===== src/rtl/turn_controller.sv =====
// Turn sequencer between the two move sources and the board datapath.
// Arbitrates by turn, runs the per-turn countdown and hands confirmed moves to the board.
module turn_controller #(
  parameter int CLK_FREQ     = 50_000_000,
  parameter int TURN_SECONDS = 10,
  parameter int NUM_COLS     = 7
) (
  input  logic       clk,
  input  logic       rst,
  input  logic       start,
  input  logic [2:0] local_col,
  input  logic       local_confirm,
  input  logic [2:0] uart_jugada,
  input  logic       uart_confirmacion,
  input  logic       uart_nuevo_dato,
  output logic       move_valid,
  output logic [2:0] move_col,
  output logic       move_player,
  input  logic       move_ready,
  input  logic       board_done,
  input  logic       board_ok,
  input  logic       board_win,
  input  logic       board_full,
  output logic       current_player,
  output logic [2:0] selected_col,
  output logic [3:0] seconds_left,
  output logic       game_active,
  output logic [1:0] winner,
  output logic       timeout_pulse
);

  localparam int PW = (CLK_FREQ > 1) ? $clog2(CLK_FREQ) : 1;
  localparam logic [PW-1:0] PRESC_MAX = PW'(CLK_FREQ - 1);
  localparam logic [3:0]    TURN_LOAD = 4'(TURN_SECONDS);
  localparam logic [3:0]    COLS      = 4'(NUM_COLS);

  typedef enum logic [2:0] {
    IDLE       = 3'd0,
    WAIT_MOVE  = 3'd1,
    ISSUE      = 3'd2,
    WAIT_BOARD = 3'd3,
    GAME_END   = 3'd4
  } state_t;

  state_t        state, state_n;
  logic [PW-1:0] presc, presc_n;
  logic          player_n;
  logic [2:0]    sel_n;
  logic [3:0]    secs_n;
  logic          active_n;
  logic [1:0]    winner_n;
  logic          timeout_n;
  logic          valid_n;
  logic [2:0]    col_n;
  logic          mplayer_n;

  logic          src_confirm;
  logic [2:0]    src_col;
  logic          col_legal;
  logic          tick;
  logic [PW-1:0] presc_adv;
  logic [3:0]    secs_adv;

  // Only the source belonging to the player on turn is ever looked at.
  assign src_confirm = current_player ? (uart_nuevo_dato & uart_confirmacion) : local_confirm;
  assign src_col     = current_player ? uart_jugada : local_col;
  assign col_legal   = ({1'b0, src_col} < COLS);
  assign tick        = (presc == PRESC_MAX);
  assign presc_adv   = tick ? '0 : presc + PW'(1);
  assign secs_adv    = (tick && seconds_left != 4'd0) ? seconds_left - 4'd1 : seconds_left;

  always_comb begin
    state_n   = state;
    presc_n   = presc;
    player_n  = current_player;
    sel_n     = selected_col;
    secs_n    = seconds_left;
    active_n  = game_active;
    winner_n  = winner;
    timeout_n = 1'b0;
    valid_n   = move_valid;
    col_n     = move_col;
    mplayer_n = move_player;

    case (state)
      IDLE, GAME_END: begin
        if (start) begin
          state_n  = WAIT_MOVE;
          player_n = 1'b0;
          winner_n = 2'd0;
          sel_n    = 3'd0;
          secs_n   = TURN_LOAD;
          presc_n  = '0;
          active_n = 1'b1;
        end
      end

      WAIT_MOVE: begin
        if (!current_player) begin
          sel_n = local_col;
        end else if (uart_nuevo_dato && !uart_confirmacion) begin
          sel_n = uart_jugada;
        end

        // A legal confirm beats an expiry in the same cycle; the timer keeps running that cycle.
        if (src_confirm && col_legal) begin
          valid_n   = 1'b1;
          col_n     = src_col;
          mplayer_n = current_player;
          state_n   = ISSUE;
          presc_n   = presc_adv;
          secs_n    = secs_adv;
        end else if (seconds_left == 4'd0) begin
          timeout_n = 1'b1;
          player_n  = ~current_player;
          secs_n    = TURN_LOAD;
          presc_n   = '0;
        end else begin
          presc_n = presc_adv;
          secs_n  = secs_adv;
        end
      end

      ISSUE: begin
        if (move_ready) begin
          valid_n = 1'b0;
          state_n = WAIT_BOARD;
        end
      end

      WAIT_BOARD: begin
        if (board_done) begin
          if (board_win) begin
            winner_n = {1'b0, current_player} + 2'd1;
            active_n = 1'b0;
            state_n  = GAME_END;
          end else if (board_ok && board_full) begin
            winner_n = 2'd3;
            active_n = 1'b0;
            state_n  = GAME_END;
          end else if (!board_ok) begin
            state_n = WAIT_MOVE;
          end else begin
            player_n = ~current_player;
            secs_n   = TURN_LOAD;
            presc_n  = '0;
            state_n  = WAIT_MOVE;
          end
        end
      end

      default: state_n = IDLE;
    endcase
  end

  always_ff @(posedge clk or posedge rst) begin
    if (rst) begin
      state          <= IDLE;
      presc          <= '0;
      current_player <= 1'b0;
      selected_col   <= 3'd0;
      seconds_left   <= 4'd0;
      game_active    <= 1'b0;
      winner         <= 2'd0;
      timeout_pulse  <= 1'b0;
      move_valid     <= 1'b0;
      move_col       <= 3'd0;
      move_player    <= 1'b0;
    end else begin
      state          <= state_n;
      presc          <= presc_n;
      current_player <= player_n;
      selected_col   <= sel_n;
      seconds_left   <= secs_n;
      game_active    <= active_n;
      winner         <= winner_n;
      timeout_pulse  <= timeout_n;
      move_valid     <= valid_n;
      move_col       <= col_n;
      move_player    <= mplayer_n;
    end
  end

endmodule

===== config.mk =====
export PLATFORM = sky130hd
export DESIGN_NAME = turn_controller
export DESIGN_NICKNAME = d
export VERILOG_FILES = /design/src/rtl/turn_controller.sv
export SDC_FILE = /design/constraint.sdc
export NUM_CORES = 1
export LEC_CHECK = 0
export BUFFER_PORTS_ARGS = -buffer_cell sky130_fd_sc_hd__buf_2
export CAP_MARGIN = 20
export CORE_ASPECT_RATIO = 1.5
export CORE_MARGIN = 2
export CORE_UTILIZATION = 55
export DETAILED_ROUTE_END_ITERATION = 16
export GPL_ROUTABILITY_DRIVEN = 0
export PLACE_DENSITY = 0.74
export SLEW_MARGIN = 20
export SYNTH_ARGS = -nofsm -noshare
export SYNTH_HDL_FRONTEND = slang
export SYNTH_SLANG_ARGS = --single-unit

===== constraint.sdc =====
create_clock -name clk -period 2.7 [get_ports clk]
set_input_delay 0.135 -clock clk [delete_from_list [all_inputs] [get_ports clk]]
set_output_delay 0.135 -clock clk [all_outputs]
set_load 0.01 [all_outputs]

==> reports/results.env <==
RUN_STATUS='complete, but fails checks'
VIOLATIONS='hold timing'
POST_SYNTH_NUM_CELL_TYPES=48
POSTCTSSETUPBUFFERS=0
SYN-NUM-NETS=299
VDD_IR_DROP_MAX_uV=460
SETUP_VIOL=0
POWER.DENSITY_nW_PER_UM2=873
END_KIND='register'
WORST_SLEW_PIN_SLEW_NS=0.811
LIBRARY_CELL_OCCUPYING_THE_MOST_AREA_IN_THE_POST_SYNTHESIS_NETLIST='sky130_fd_sc_hd__dfrtp_1'
DIE-HEIGHT_UM=87.9
CTS_HTREE_LEVELS=2
CP_DATA_ARRIVAL_TIME_NS=2.51
NUM_IO_PINS=34
N_ANTENNA_CELL=0
AVGVIACOUNTPERCELL=6.29
NETLIST_INSTANCES=280
FINAL.SETUP.TNS_NS=0
REMAINING_DRC_ERRORS=0
FINAL_CELL_AREA_UM2=2910
FINALNETCOUNT=336
DETAIL_ROUTE.FIRST_PASS.ITERATIONS=4
ACHIEVABLE-FREQUENCY_GHz=0.440
OVERALL_GLOBAL_ROUTING_USAGE=0.245
YS_TOP_CELLS_BY_AREA='sky130_fd_sc_hd__dfrtp_1 (45%), sky130_fd_sc_hd__a21oi_1 (4.3%), sky130_fd_sc_hd__nor2_1 (3.6%)'
DETAILEDROUTE.FIRSTITERATIONVIOLATIONS=129
SYNTH-MAIN-FF-CELL='sky130_fd_sc_hd__dfrtp_1'
NUMBER_OF_FLOPS_MAPPED_TO_ENABLE_CELLS_BY_YOSYS=0
DRIVE_GT1_FRAC=0.203
ROOT_BUFFER='sky130_fd_sc_hd__clkbuf_8'
SYNTH-SEQ-AREA-SHARE=0.446
ANT_NETS=0
RSZ0062_AT_GRT='false'
FIRST_GLOBAL_VIAS=2206
TRITONCTS='done'
MAXIMUM_NUMBER_OF_PINS_ON_ONE_NET_BEFORE_GLOBAL_ROUTE_REPAIR=47
HIGHEST-SIGNAL-LAYER='met4'
CTSLONGESTPATHBUFFERS=2
CLOCK-SKEW-FINAL_NS=0.00479
CLKSLEWWORSTSETUPHOLDPATHS_NS=0.08
TIMING.HOLD.WS_NS=-0.0444
CRIT_PATH_START_KIND='register'
MAX-SLEW-MARGIN-REL=0.459
FIN_UTIL=0.645
GRT_OVERFLOW_TOTAL=0
POST-PLACE-CELLS=358
INITIAL_CORE_UTIL=0.572
HOLD_BUFFERS=0
ROUTE.MET2.WL_UM=3270
SYNTHDOMINANTCELLAREASHARE=0.446
FINAL_CELLS=364
MIN_PATH_TYPE='primary input to asynchronous set/reset pin'
PLACED_AREA_UM2=2820
TIMING.CRITICAL_PATH.REQUIRED_NS=2.94
POST_SYNTH.CELL_AREA_AVG_UM2=9.21
CORE_REGION_AREA_UM2=4500
DR_WL_MET3_UM=165
ROUTED-VIA-COUNT=2288
YS_WARN_COUNT=0
HOLD_VIO_CNT_FINAL=46
PEAK_FANOUT_ALONG_THE_CRITICAL_PATH=7
MET1WIRELENGTH_UM=2370
FINAL_PERIOD_MINUS_WORST_SETUP_SLACK_NS=2.27
FINAL.FILL_COUNT=390
SYNTH_AREA_UM2=2580
SLEW_VIOLS_FINAL=0
FINAL_MIN_PERIOD_OVER_CLOCK_PERIOD=0.842
ASYNC_FLOP_SHARE=1.00
MAXIMUM_CAPACITANCE_VIOLATIONS=0
SYNTH_SEQ_CELLS=46
IO_BUFFER_COUNT=33
HPWLAFTERDP_UM=4340
GRT_ANTENNA_BEFORE_REPAIR=0
TRITONCTS_NUM_SINKS=46
DETAIL_ROUTE.WL_PER_CELL_UM=16.3
SETUP.WORST_PATH.CLASS='register to register'
CLOCK_NETWORK_LATENCY_TO_THE_LATER_PIN_OF_THE_WORST_SKEW_PAIR_NS=0.30
AREA.GROWTH.SYNTH_TO_FINAL_PCT=12.7
POST_CTS.RESIZED_INSTANCES=0
NUMBER_OF_BUFFERS_INSERTED_DURING_CLOCK_TREE_SYNTHESIS=5
DIEWIDTH_UM=59.9
STD_CELL_ROWS=30
TOTAL_DIE_AREA_UM2=5260
ROUTED_WL_UM=5950
GRT_PASS1_WL_UM=9830
CELLLEAKAGEPOWER_nW=1.29
[state kept, by name, indices dropped and copies added, names as in the netlist]
name,cells
seconds_left,4
timeout_pulse,1
state,3
move_valid,1
current_player,1
winner,2
presc,26
selected_col,3
game_active,1
move_player,1
move_col,3
[layout by cell type (no fill, tap or decap), types with 2 or more instances in the layout]
cell type                   n
sky130_fd_sc_hd__a21o_1     2
sky130_fd_sc_hd__a21oi_1   22
sky130_fd_sc_hd__a221o_1    2
sky130_fd_sc_hd__a22o_1     6
sky130_fd_sc_hd__a22oi_1    2
sky130_fd_sc_hd__a31oi_1    4
sky130_fd_sc_hd__and2_1     5
sky130_fd_sc_hd__and3_1     6
sky130_fd_sc_hd__and4_1     4
sky130_fd_sc_hd__buf_2     33
sky130_fd_sc_hd__buf_4      9
sky130_fd_sc_hd__clkbuf_8   6
sky130_fd_sc_hd__dfrtp_1   46
sky130_fd_sc_hd__ha_1       2
sky130_fd_sc_hd__inv_1      8
sky130_fd_sc_hd__mux2_2     7
sky130_fd_sc_hd__mux2i_1    2
sky130_fd_sc_hd__nand2_1   21
sky130_fd_sc_hd__nand2b_1   4
sky130_fd_sc_hd__nand3_1   13
sky130_fd_sc_hd__nand4_1   11
sky130_fd_sc_hd__nor2_1    25
sky130_fd_sc_hd__nor2b_1    6
sky130_fd_sc_hd__nor3_1     3
sky130_fd_sc_hd__nor4_1     3
sky130_fd_sc_hd__o21ai_0   18
sky130_fd_sc_hd__o31ai_1    6
sky130_fd_sc_hd__o32ai_1    2
sky130_fd_sc_hd__or3_1      9
sky130_fd_sc_hd__or4_1      4
sky130_fd_sc_hd__or4_4      2
sky130_fd_sc_hd__xor2_1     5
[per-layer routing]
layer | vias to the layer above | GRT usage
li1 | 1112 | -
met1 | 1113 | 0.269
met2 | 50 | 0.448
met3 | 13 | 0.0369
met4 | 0 | 0.109
met5 | - | 0
[cell type report]
type | count | area, um^2 | share of cell area
repair buffers | 42 | 233 | 0.0801
well taps | 48 | 60.1 | 0.0207
multi-input cells | 213 | 1350 | 0.463
flip-flops and latches | 46 | 1150 | 0.396
clock buffers | 6 | 82.6 | 0.0284
inverters | 9 | 35.0 | 0.0121
[per-stage QoR]
stage	total power, mW	worst slack, ns
floorplan	1.76	0.597
global placement	2.11	0.495
detailed placement	2.13	0.459
CTS	2.55	0.436
global route	2.72	0.293
finish	2.54	0.425
[path summary, 6_finish.rpt]
kind,depth (start not counted),slack [ns],to,start
setup reg to reg,5,0.43,presc[21]$_DFFE_PP0P_,presc[4]$_DFFE_PP0P_
hold reg to reg,2,0.49,move_col[1]$_DFFE_PP0P_,move_col[1]$_DFFE_PP0P_
hold / removal,2,-0.04,presc[0]$_DFFE_PP0P_,rst
setup / recovery,5,0.43,presc[21]$_DFFE_PP0P_,presc[4]$_DFFE_PP0P_
min in group clk,2,0.06,state[2]$_DFFE_PP0P_,start
max in group asynchronous,2,2.25,presc[14]$_DFFE_PP0P_,rst
[cells by family after synthesis]
group,Yosys count,share of synthesized area
buffers and inverters,21,0.0320
and+or+nand+nor,121,0.256
xor gates and xnor gates,6,0.0204
muxes,9,0.0383
AOI/OAI and AO/OA,75,0.197
adders and majority gates,2,0.00970
DFF,46,0.446
[cells in the mapped netlist, types with 4 or more instances]
| cell type | count |
|---|---|
| sky130_fd_sc_hd__nand4_1 | 11 |
| sky130_fd_sc_hd__mux2_2 | 7 |
| sky130_fd_sc_hd__and4_1 | 4 |
| sky130_fd_sc_hd__or4_1 | 4 |
| sky130_fd_sc_hd__or3_1 | 9 |
| sky130_fd_sc_hd__nand2_1 | 21 |
| sky130_fd_sc_hd__inv_1 | 9 |
| sky130_fd_sc_hd__nand2b_1 | 4 |
| sky130_fd_sc_hd__and3_1 | 6 |
| sky130_fd_sc_hd__nor2b_1 | 6 |
| sky130_fd_sc_hd__and2_1 | 5 |
| sky130_fd_sc_hd__a22o_1 | 6 |
| sky130_fd_sc_hd__o31ai_1 | 6 |
| sky130_fd_sc_hd__clkbuf_1 | 9 |
| sky130_fd_sc_hd__o21ai_0 | 18 |
| sky130_fd_sc_hd__xor2_1 | 5 |
| sky130_fd_sc_hd__nor2_1 | 25 |
| sky130_fd_sc_hd__a21oi_1 | 22 |
| sky130_fd_sc_hd__a31oi_1 | 4 |
| sky130_fd_sc_hd__nand3_1 | 13 |
| sky130_fd_sc_hd__dfrtp_1 | 46 |
[critical path: stages (launching register included)]
cell and delay, ns:
sky130_fd_sc_hd__dfrtp_1 0.47, sky130_fd_sc_hd__nand3_2 0.12, sky130_fd_sc_hd__or4_4 0.55, sky130_fd_sc_hd__nand4bb_1 0.35
sky130_fd_sc_hd__or4_4 0.59, sky130_fd_sc_hd__a21oi_2 0.13
[power breakdown]
| part | internal (mW) | leakage [nW] | switching, mW |
|---|---|---|---|
| clock | 0.198 | 0.0431 | 0.217 |
| combinational | 0.471 | 0.643 | 0.656 |
| sequential | 0.835 | 0.607 | 0.160 |
(Power assumes the default switching activity.)
